===== config.mk =====
export PLATFORM = sky130hd
export DESIGN_NAME = cdb_arbiter
export DESIGN_NICKNAME = d
export VERILOG_FILES = /design/src/rtl/cdb_arbiter_pkg.sv /design/src/rtl/cdb_arbiter_rr_pick.sv /design/src/rtl/cdb_arbiter.sv
export SDC_FILE = /design/constraint.sdc
export NUM_CORES = 1
export LEC_CHECK = 0
export BUFFER_PORTS_ARGS = -buffer_cell sky130_fd_sc_hd__buf_2
export CAP_MARGIN = 20
export CORE_MARGIN = 1
export CORE_UTILIZATION = 44
export CTS_BUF_LIST = sky130_fd_sc_hd__clkbuf_8
export CTS_CLUSTER_SIZE = 25
export DETAILED_ROUTE_END_ITERATION = 10
export GPL_TIMING_DRIVEN = 0
export MAX_ROUTING_LAYER = met4
export PLACE_DENSITY = 0.88
export SYNTH_ARGS = -nofsm -noshare
export SYNTH_HDL_FRONTEND = slang
export SYNTH_SLANG_ARGS = --single-unit

===== constraint.sdc =====
create_clock -name clk -period 2.7 [get_ports clk]
set_input_delay 0 -clock clk [delete_from_list [all_inputs] [get_ports clk]]
set_output_delay 0 -clock clk [all_outputs]
set_load 0.01 [all_outputs]

===== src/rtl/cdb_arbiter_pkg.sv =====
// Shared definitions for the common-data-bus arbiter: default widths,
// station labels and small helpers.
package cdb_arbiter_pkg;

    localparam int N_REQ_DEF   = 4;
    localparam int LABEL_W_DEF = 5;
    localparam int DATA_W_DEF  = 32;

    // Label 0 means "no producer / value ready" and is never broadcast.
    localparam logic [4:0] LABEL_NONE  = 5'd0;
    localparam logic [4:0] LABEL_MEM0  = 5'd1;
    localparam logic [4:0] LABEL_MEM1  = 5'd2;
    localparam logic [4:0] LABEL_ALU0  = 5'd3;
    localparam logic [4:0] LABEL_ALU1  = 5'd4;
    localparam logic [4:0] LABEL_MULT0 = 5'd5;
    localparam logic [4:0] LABEL_MULT1 = 5'd6;

    // Requester slot assignment; the memory unit sits at index 0 so that it
    // has top priority in the fixed-priority build.
    typedef enum logic [1:0] {
        UNIT_MEM   = 2'd0,
        UNIT_ALU   = 2'd1,
        UNIT_MULT  = 2'd2,
        UNIT_SPARE = 2'd3
    } unit_idx_e;

    // Width of an index into N requesters (at least 1 bit).
    function automatic int ptr_w(input int n);
        return (n > 1) ? $clog2(n) : 1;
    endfunction

endpackage


===== src/rtl/cdb_arbiter_rr_pick.sv =====
// One-hot winner pick from an eligible vector.
// Default: round-robin, searching upward from ptr and wrapping to the lowest
// eligible index when nothing at or above ptr is eligible.
// CDB_FIXED_PRIO_EN: lowest eligible index always wins, ptr ignored.
module cdb_arbiter_rr_pick
    import cdb_arbiter_pkg::*;
#(
    parameter int N_REQ = N_REQ_DEF,
    parameter int PTR_W = ptr_w(N_REQ_DEF)
) (
    input  logic [N_REQ-1:0] elig,
    input  logic [PTR_W-1:0] ptr,
    output logic [N_REQ-1:0] gnt
);

    logic hit_hi;
    logic hit_lo;

`ifdef CDB_FIXED_PRIO_EN
    logic unused_ptr;
    assign unused_ptr = ^ptr;

    // Fixed priority: first eligible from index 0.
    always_comb begin
        gnt    = '0;
        hit_hi = 1'b0;
        hit_lo = 1'b0;
        for (int i = 0; i < N_REQ; i++) begin
            if (elig[i] && !hit_lo) begin
                gnt[i] = 1'b1;
                hit_lo = 1'b1;
            end
        end
    end
`else
    // Masked search (indices >= ptr) first, plain lowest-index search as fallback.
    always_comb begin
        gnt    = '0;
        hit_hi = 1'b0;
        hit_lo = 1'b0;
        for (int i = 0; i < N_REQ; i++) begin
            if (elig[i] && (PTR_W'(i) >= ptr) && !hit_hi) begin
                gnt[i] = 1'b1;
                hit_hi = 1'b1;
            end
        end
        if (!hit_hi) begin
            for (int i = 0; i < N_REQ; i++) begin
                if (elig[i] && !hit_lo) begin
                    gnt[i] = 1'b1;
                    hit_lo = 1'b1;
                end
            end
        end
    end
`endif

endmodule


===== src/rtl/cdb_arbiter.sv =====
// Common-data-bus arbiter. Grants one requesting unit per cycle and drives
// the registered broadcast (BCEN/BClabel/BCdata) plus a one-cycle ack to the
// winner. The registered ack masks the winner's still-high request for one
// cycle so a unit never wins twice in a row.
// Build option: CDB_FIXED_PRIO_EN selects fixed priority (lowest index wins)
// instead of the default round-robin.
module cdb_arbiter
    import cdb_arbiter_pkg::*;
#(
    parameter int N_REQ   = N_REQ_DEF,
    parameter int LABEL_W = LABEL_W_DEF,
    parameter int DATA_W  = DATA_W_DEF
) (
    input  logic                       clk,
    input  logic                       nRST,
    input  logic [N_REQ-1:0]           req,
    input  logic [N_REQ*LABEL_W-1:0]   label_in,
    input  logic [N_REQ*DATA_W-1:0]    data_in,
    output logic [N_REQ-1:0]           ack,
    output logic                       BCEN,
    output logic [LABEL_W-1:0]         BClabel,
    output logic [DATA_W-1:0]          BCdata,
    output logic                       err_label0
);

    localparam int PTR_W = ptr_w(N_REQ);

    logic [N_REQ-1:0]   ack_q, ack_d;
    logic               bcen_q, bcen_d;
    logic [LABEL_W-1:0] label_q, label_d;
    logic [DATA_W-1:0]  data_q, data_d;
    logic               err_q, err_d;
    logic [PTR_W-1:0]   ptr_q, ptr_d;

    logic [N_REQ-1:0]   elig;
    logic [N_REQ-1:0]   lbl0;
    logic [N_REQ-1:0]   gnt;
    logic [PTR_W-1:0]   w_idx;

    for (genvar g = 0; g < N_REQ; g++) begin : g_elig
        logic [LABEL_W-1:0] lab;
        assign lab     = label_in[g*LABEL_W +: LABEL_W];
        assign lbl0[g] = req[g] & (lab == LABEL_W'(LABEL_NONE));
        assign elig[g] = req[g] & (lab != LABEL_W'(LABEL_NONE)) & ~ack_q[g];
    end

    cdb_arbiter_rr_pick #(
        .N_REQ (N_REQ),
        .PTR_W (PTR_W)
    ) u_pick (
        .elig (elig),
        .ptr  (ptr_q),
        .gnt  (gnt)
    );

    // Mux the winner's label/data onto the bus; idle cycles drive zeros.
    always_comb begin
        ack_d   = gnt;
        bcen_d  = |gnt;
        label_d = '0;
        data_d  = '0;
        w_idx   = '0;
        for (int i = 0; i < N_REQ; i++) begin
            if (gnt[i]) begin
                label_d = label_d | label_in[i*LABEL_W +: LABEL_W];
                data_d  = data_d  | data_in[i*DATA_W +: DATA_W];
                w_idx   = w_idx   | PTR_W'(i);
            end
        end
        err_d = err_q | (|lbl0);
`ifdef CDB_FIXED_PRIO_EN
        ptr_d = '0;
`else
        ptr_d = ptr_q;
        if (bcen_d) begin
            ptr_d = (w_idx == PTR_W'(N_REQ - 1)) ? '0 : w_idx + PTR_W'(1);
        end
`endif
    end

`ifdef CDB_FIXED_PRIO_EN
    logic unused_w;
    assign unused_w = ^w_idx;
`endif

    // Broadcast, ack, pointer and error registers; async reset drops any
    // in-flight broadcast.
    always_ff @(posedge clk or negedge nRST) begin
        if (!nRST) begin
            ack_q   <= '0;
            bcen_q  <= 1'b0;
            label_q <= '0;
            data_q  <= '0;
            err_q   <= 1'b0;
            ptr_q   <= '0;
        end else begin
            ack_q   <= ack_d;
            bcen_q  <= bcen_d;
            label_q <= label_d;
            data_q  <= data_d;
            err_q   <= err_d;
            ptr_q   <= ptr_d;
        end
    end

    assign ack        = ack_q;
    assign BCEN       = bcen_q;
    assign BClabel    = label_q;
    assign BCdata     = data_q;
    assign err_label0 = err_q;

endmodule


; ---- After elaboration in Yosys (flattened, before gate mapping)
; Cells that the tools add are included.
[word_totals]
regBits = 45
out_inout_bits = 43
[classes]
add_sub_neg = 1
n_lt_le_gt_ge = 4
eq_ne = 1
muxes = 30
n_bitwise = 23
reduce_logical = 26
[op_table]
columns = cell, n
row1 = 32-bit 2-to-1 mux, 4
row2 = 32-bit OR, 3
row3 = 5-bit logical NOT, 4
row4 = 5-bit 2-to-1 mux, 4
row5 = 5-bit nonzero test, 4
row6 = 1-bit 2-to-1 mux, 18
row7 = 5-bit OR, 3
row8 = 1-bit bitwise AND, 12
row9 = 1-bit logical AND, 10
row10 = 4-bit OR reduction, 2
row11 = 1-bit logical NOT, 6
row12 = 2-bit 2-to-1 mux, 3
row13 = "1-bit by 2-bit greater-or-equal comparator with 1-bit output, first input constant", 2
row14 = "2-bit greater-or-equal comparator, first input constant", 2
row15 = 4-bit 2-to-1 mux, 1
row16 = 1-bit NOT, 4
row17 = "2-bit by 1-bit adder with 2-bit output, second input constant", 1
row18 = "2-bit equality test, second input constant", 1
row19 = 1-bit OR, 1

; ---- Logic depth before layout (Yosys ltp)
[logic_depth]
depth_word = 34
depth_mapped = 8
ltp_nobuf = 5

; ---- Hierarchy
; From an unflattened synthesis, not the netlist that was laid out.
[unflattened]
cells_unflattened = 212
area_unflattened_um2 = 2169.6
[by_module_without_submodules]
columns = mod, instances, cells_per_inst, area_per_inst_um2, seq_area_each_um2
row1 = cdb_arbiter, 1, 196, 2062.0, 1126.1
row2 = cdb_arbiter_rr_pick, 1, 16, 107.6, 0.0

; ---- Least setup slack after synthesis
; Ideal clock, no wire load.
[synth_timing]
path_kind = register to register
start = register ack_q[2] (netlist: ack[2])
end = register data_q[20] (netlist: BCdata[20])
arrival_time_ns = 1.888
required_time_ns = 2.574
setup_slack_ns = 0.686
stages_incl_launch_ff = 8
path_buffers = 2
period_less_slack_ns = 2.014
path_cell_list = dfrtp_1 nor2b_1 a21boi_2 a21oi_1 buf_2 buf_2 a22o_1 a221o_1
[synth_via]
elab_chain_len = 16
word_cells_on_any_way = 25
classes_between = mux (13) / bitwise (5) / reduce/logical (7)
[synth_lines]
columns = item, line_no
row1 = "start, declared", cdb_arbiter.sv:28  ; logic [N_REQ-1:0] ack_q, ack_d;
row2 = "start signal, assigned", cdb_arbiter.sv:97  ; ack_q <= ack_d;
row3 = 1-bit NOT *, cdb_arbiter.sv:44  ; assign elig[g] = req[g] & (lab != LABEL_W'(LABEL_NONE)) & ~ack_q[g];
row4 = 1-bit bitwise AND *, cdb_arbiter.sv:44
row5 = 1-bit logical AND (2 in a row), cdb_arbiter_rr_pick.sv:42  ; if (elig[i] && (PTR_W'(i) >= ptr) && !hit_hi) begin
row6 = 1-bit 2-to-1 mux, cdb_arbiter_rr_pick.sv:42
row7 = 1-bit logical NOT, cdb_arbiter_rr_pick.sv:42
row8 = 1-bit logical AND, cdb_arbiter_rr_pick.sv:42
row9 = 1-bit 2-to-1 mux, cdb_arbiter_rr_pick.sv:42
row10 = 4-bit 2-to-1 mux *, cdb_arbiter_rr_pick.sv:47  ; if (!hit_hi) begin
row11 = 32-bit 2-to-1 mux, cdb_arbiter.sv:64  ; if (gnt[i]) begin
row12 = 32-bit OR, cdb_arbiter.sv:66  ; data_d = data_d | data_in[i*DATA_W +: DATA_W];
row13 = 32-bit 2-to-1 mux, cdb_arbiter.sv:64
row14 = 32-bit OR, cdb_arbiter.sv:66
row15 = 32-bit 2-to-1 mux, cdb_arbiter.sv:64
row16 = 32-bit OR, cdb_arbiter.sv:66
row17 = 32-bit 2-to-1 mux *, cdb_arbiter.sv:64
row18 = named net data_d[20], cdb_arbiter.sv:31  ; logic [DATA_W-1:0] data_q, data_d;
row19 = "end signal, assigned", cdb_arbiter.sv:100  ; data_q <= data_d;
row20 = "end, declared", cdb_arbiter.sv:31
; The timed path passes the listed nets; every way through them passes the cells marked *. The select of a mux whose other input is x is not followed.
; A chain may end at the register's enable or synchronous reset.

; ---- Worst setup path after layout
[layout_timing]
start = input port label_in[7]
end = register data_q[7] (netlist: BCdata[7])
[layout_via]
elab_chain_len = 20
word_cells_on_any_way = 35
classes_between = mux (18) / bitwise (5) / reduce/logical (12)
[layout_lines]
columns = item, line_no
row1 = "start, declared", cdb_arbiter.sv:17  ; input logic [N_REQ*LABEL_W-1:0] label_in,
row2 = 5-bit nonzero test *, cdb_arbiter.sv:44
row3 = 1-bit bitwise AND * (2 in a row), cdb_arbiter.sv:44
row4 = 1-bit logical AND (2 in a row), cdb_arbiter_rr_pick.sv:42
row5 = 1-bit 2-to-1 mux, cdb_arbiter_rr_pick.sv:42
row6 = 1-bit logical NOT, cdb_arbiter_rr_pick.sv:42
row7 = 1-bit logical AND, cdb_arbiter_rr_pick.sv:42
row8 = 1-bit 2-to-1 mux, cdb_arbiter_rr_pick.sv:42
row9 = 1-bit logical NOT, cdb_arbiter_rr_pick.sv:42
row10 = (+3 left out), --
row11 = 32-bit 2-to-1 mux, cdb_arbiter.sv:64
row12 = 32-bit OR, cdb_arbiter.sv:66
row13 = 32-bit 2-to-1 mux, cdb_arbiter.sv:64
row14 = 32-bit OR, cdb_arbiter.sv:66
row15 = 32-bit 2-to-1 mux, cdb_arbiter.sv:64
row16 = 32-bit OR, cdb_arbiter.sv:66
row17 = 32-bit 2-to-1 mux *, cdb_arbiter.sv:64
row18 = named net data_d[7], cdb_arbiter.sv:31
; Marks and branches as above.

==> results.md <==
- Placed cells: 596
- Synthesized area per cell: 9.26 um2
- Proportion of power drawn by combinational gates: 60.3%
- Global-route total usage across every layer: a little over a third
- CTS H-Tree Depth: 2
- Final worst path period need: 2600 ps
- Area grow syn2layout: 54.2%
- Remaining antenna violation count after routing: 0
- Clock slew seen by the registers of the worst setup and hold paths: 80 ps
- Buffers from clock root to sink, at most: 2
- Start of the worst register-to-register path: ptr_q[1]
- Worst IR Drop VDD: 0.452 mV
- Vias per Instance: 6.06
- Critical path data required time: 2940 ps
- Post-place instance area: 4070 um2
- Number of input and output port buffers inserted: just under 200
- Number of enable flip-flop cells after synthesis: 0
- Startpoint of the worst hold path: label_in[11]
- Critical path launch point: label_in[7]
- GRT busiest layer: met2
- Most common flop cell mapped by yosys: dfrtp_1
- First-pass iteration count of the detailed router: 9
- Count of standard-cell rows: 29
- Met1 Use GR: 38.4%
- Net total in the final layout: 725
- Layout Cell Area excl Fill: 4630 um2
- Cell with the largest stage delay on the worst path: or4_1
- Detailed Route Iter0 Violations: 329
- Async set or reset register ratio after synthesis: between 90% and 100%
- Critical Path, Cell by Cell: dlygate4sd3_1 > buf_2 > or4_1 > o211ai_2 > clkbuf_1 > nand4_1 > o21ai_0 > a221o_1
- Clock buffers created by TritonCTS: 5
- R2r setup slk: ~150 ps
- Sequential share of power: 28.9%
- Netlist Area Pre-Place: around 3000 um2
- Sum of net half-perimeters after detailed placement: 8430 um
- Hold/Removal Path Class: input port to flop
- Final setup viols: 0
- Total core area: between 6000 and 7000 um2
- Highest cell delay on the worst timing path: 570 ps
- Fill cell instance count of the final layout: 526
- Setup repair after global routing missed its margin: false
- Gr ovfl total: 0
- CTS tree: yes
- Global routing usage on met3: 6.59%
- Internal power: 2160 uW
- Worst setup path end: BCdata[7]
- Global-route wire length before repair: around 19000 um
- Clock latency on the worst-skew pair: 300 ps
- CTS sink count: 45
- Die height: 84.6 um
- Max Fanout on Critical Path: 10
- Number of max-cap violations: 0
- Slew of the pin with the lowest slew margin: 625 ps
- Count of placed standard cells in the final layout, fillers left out: 649
- Relative slew margins: between 50 and 60%
- Setup total negative slack: 0 ps
- Overall die area: about 7200 um2
- Result of the run: finished, violations left
- Number of antenna violations at the first check in global routing: 0
- Hold Vio Cnt, Final: 0
- Worst reg-to-reg path cell count: 6
- Crit. End Element: flop
- Number of top-level pins: 197
- Via count of the first global-routing pass: a little over 4000
- DRC violations left: 13
- Number of buffers and inverters on the critical path: 3
- Critical path's top delay family: buffers and inverters
- Worst Path Class, Setup: input port to flop
- Total detailed-routing wirelength: 12400 um
- NetSw: 1670 uW
- Critical Path Stages: 8
- Overall Power: about 3800 uW
- Pins Over Slew Limit: 0
- Skew final: 5.34 ps
- Share of final-layout standard cells stronger than drive strength 1: 40.0%
- Count of yosys warnings during synthesis: 0
- Cell Pwr Density: 827 nW/um2
- R2R Path End: BClabel[2]
- Number of distinct library cell variants in the gate-level netlist after synthesis: 39
- Met2 Use GR: 61.4%
- Final critical-path share of the clock period: 96.1%
- Total setup buffers inserted after CTS: 0
- Clk Tree Root Cell: clkbuf_8
- Per-cell routed wire length: 19.2 um
- Lkg Pwr: 0.00221 uW
- Arrival time reported for the critical path endpoint: 2840 ps
- Routability congestion estimate from global placement: 0.926
- Effective utilization at floorplan: 46.5%
- Critical Path Source Type: input port
- Pin count of the biggest net entering global routing: 46
- Switching Fraction: 43.6%
- Violations in the final reports: design-rule violations
- Via count: 3936
- N_diodes: 0
- Relative contribution of the clock network to total power: 10.8%
- Synthesized net count: ~480
- Fmax: ~0.39 GHz
- Cells after synthesis: ~320
- Seq cells post-synth: 45
- Register area share after synthesis: between 30% and 40%
- Overall die width: 84.6 um
## worst min-delay path by stage
stage                      end  slack, ps  depth (start not counted)
floorplan                 BCEN       -300                          0
global placement     BCdata[0]        220                          1
detailed placement   BCdata[3]        230                          2
CTS                 BClabel[1]          2                          3
global route        BClabel[0]         10                          2
finish              BClabel[1]          7                          3
## cells in the mapped netlist (2+ instances only)
cell	n	area, um2
buf_4	2	15.0
nand3_1	8	40.0
nor4_1	3	18.8
a221o_1	35	350
nand2_1	38	143
o211ai_2	2	25.0
buf_6	7	78.8
a21o_1	5	37.5
o21ai_0	35	175
and2_1	2	12.5
a21oi_1	5	25.0
a32oi_1	4	35.0
or4_1	2	15.0
buf_2	6	30.0
o21ai_1	2	10.0
o211ai_1	3	22.5
nand4_1	38	238
a21boi_0	2	15.0
a22o_1	35	307
or3_1	2	12.5
nor2b_1	5	31.3
dfrtp_1	45	1130
clkbuf_1	18	67.6
inv_1	5	18.8
## cell families after synthesis
logic type,Yosys count,share of synthesized area [%]
AOI/OAI and AO/OA,136,36.2
buffers and inverters,38,7.00
DFF,45,37.5
and+or+nand+nor,105,19.3
## timing repair
item | in CTS | in global routing
endpoints found under the setup margin | 0 | 2
hold buffers | 44 | 0
gates resized for setup | 0 | 1
hold endpoints to repair | 82 | 0
## area by class of cell
| cell class | count | area (um2) | area share [%] |
|---|---|---|---|
| inverter | 5 | 18.8 | 0.406 |
| buffer | 33 | 191 | 4.14 |
| sequential | 45 | 1130 | 24.3 |
| clock inverter | 3 | 13.8 | 0.297 |
| clock buffer | 5 | 68.8 | 1.49 |
| multi-input combinational | 241 | 1670 | 36.1 |
| tap | 77 | 96.3 | 2.08 |
| timing repair buffer | 240 | 1440 | 31.2 |
## through the flow
step / hold WS, ps / worst slack (ps) / utilization [%]
final: 6.83 / 105 / 71.7
after global routing: 12.2 / 50.3 / 71.7
after CTS: 1.52 / 160 / 71.2
after detailed placement: 234 / 165 / 63.1
after global placement: 225 / 223 / 63.1
after floorplan: -296 / 686 / -
## per-layer routing
metal / wire length [um] / part of all wire [%]
met2: 6240 / 50
met3: 1080 / 8.7
met4: 432 / 3.5
met5: 0 / 0
met1: 4680 / 38
## worst register-to-register path: cells and delay by family (launching register included)
kind,cells,cell delay [ps]
flip-flops,1,450
buffers and inverters,1,580
AND/OR/NAND/NOR,3,930
AO/OA/AOI/OAI,2,480
## power groups by stage
stage          registers [uW]  clock network [uW]  logic, uW
5_1_grt                  1130                 457       2490
2_1_floorplan            1270                   0       1240
3_5_place_dp             1110                   0       2190
6_report                 1110                 415       2310
3_3_place_gp             1100                   0       2150
4_1_cts                  1100                 423       2250
## flip-flops by register name (all words and copies together) (netlist names)
signal	cells
BClabel	5
BCEN	1
BCdata	32
ack	4
ptr_q	2
err_label0	1
## cells in the final DEF (no fill, tap or decap), drive strengths merged, types with 2 or more instances in the layout
cell / count
a21boi: 3
a21o: 5
a21oi: 6
a221o: 35
a22o: 35
a32oi: 4
and2: 2
buf: 211
clkbuf: 23
clkinv: 2
dfrtp: 45
dlygate4sd3: 44
inv: 6
nand2: 38
nand3: 8
nand4: 38
nor2b: 5
nor4: 3
o211ai: 5
o21ai: 39
or3: 2
or4: 3
Note: power is estimated with default switching activity, not from simulation.
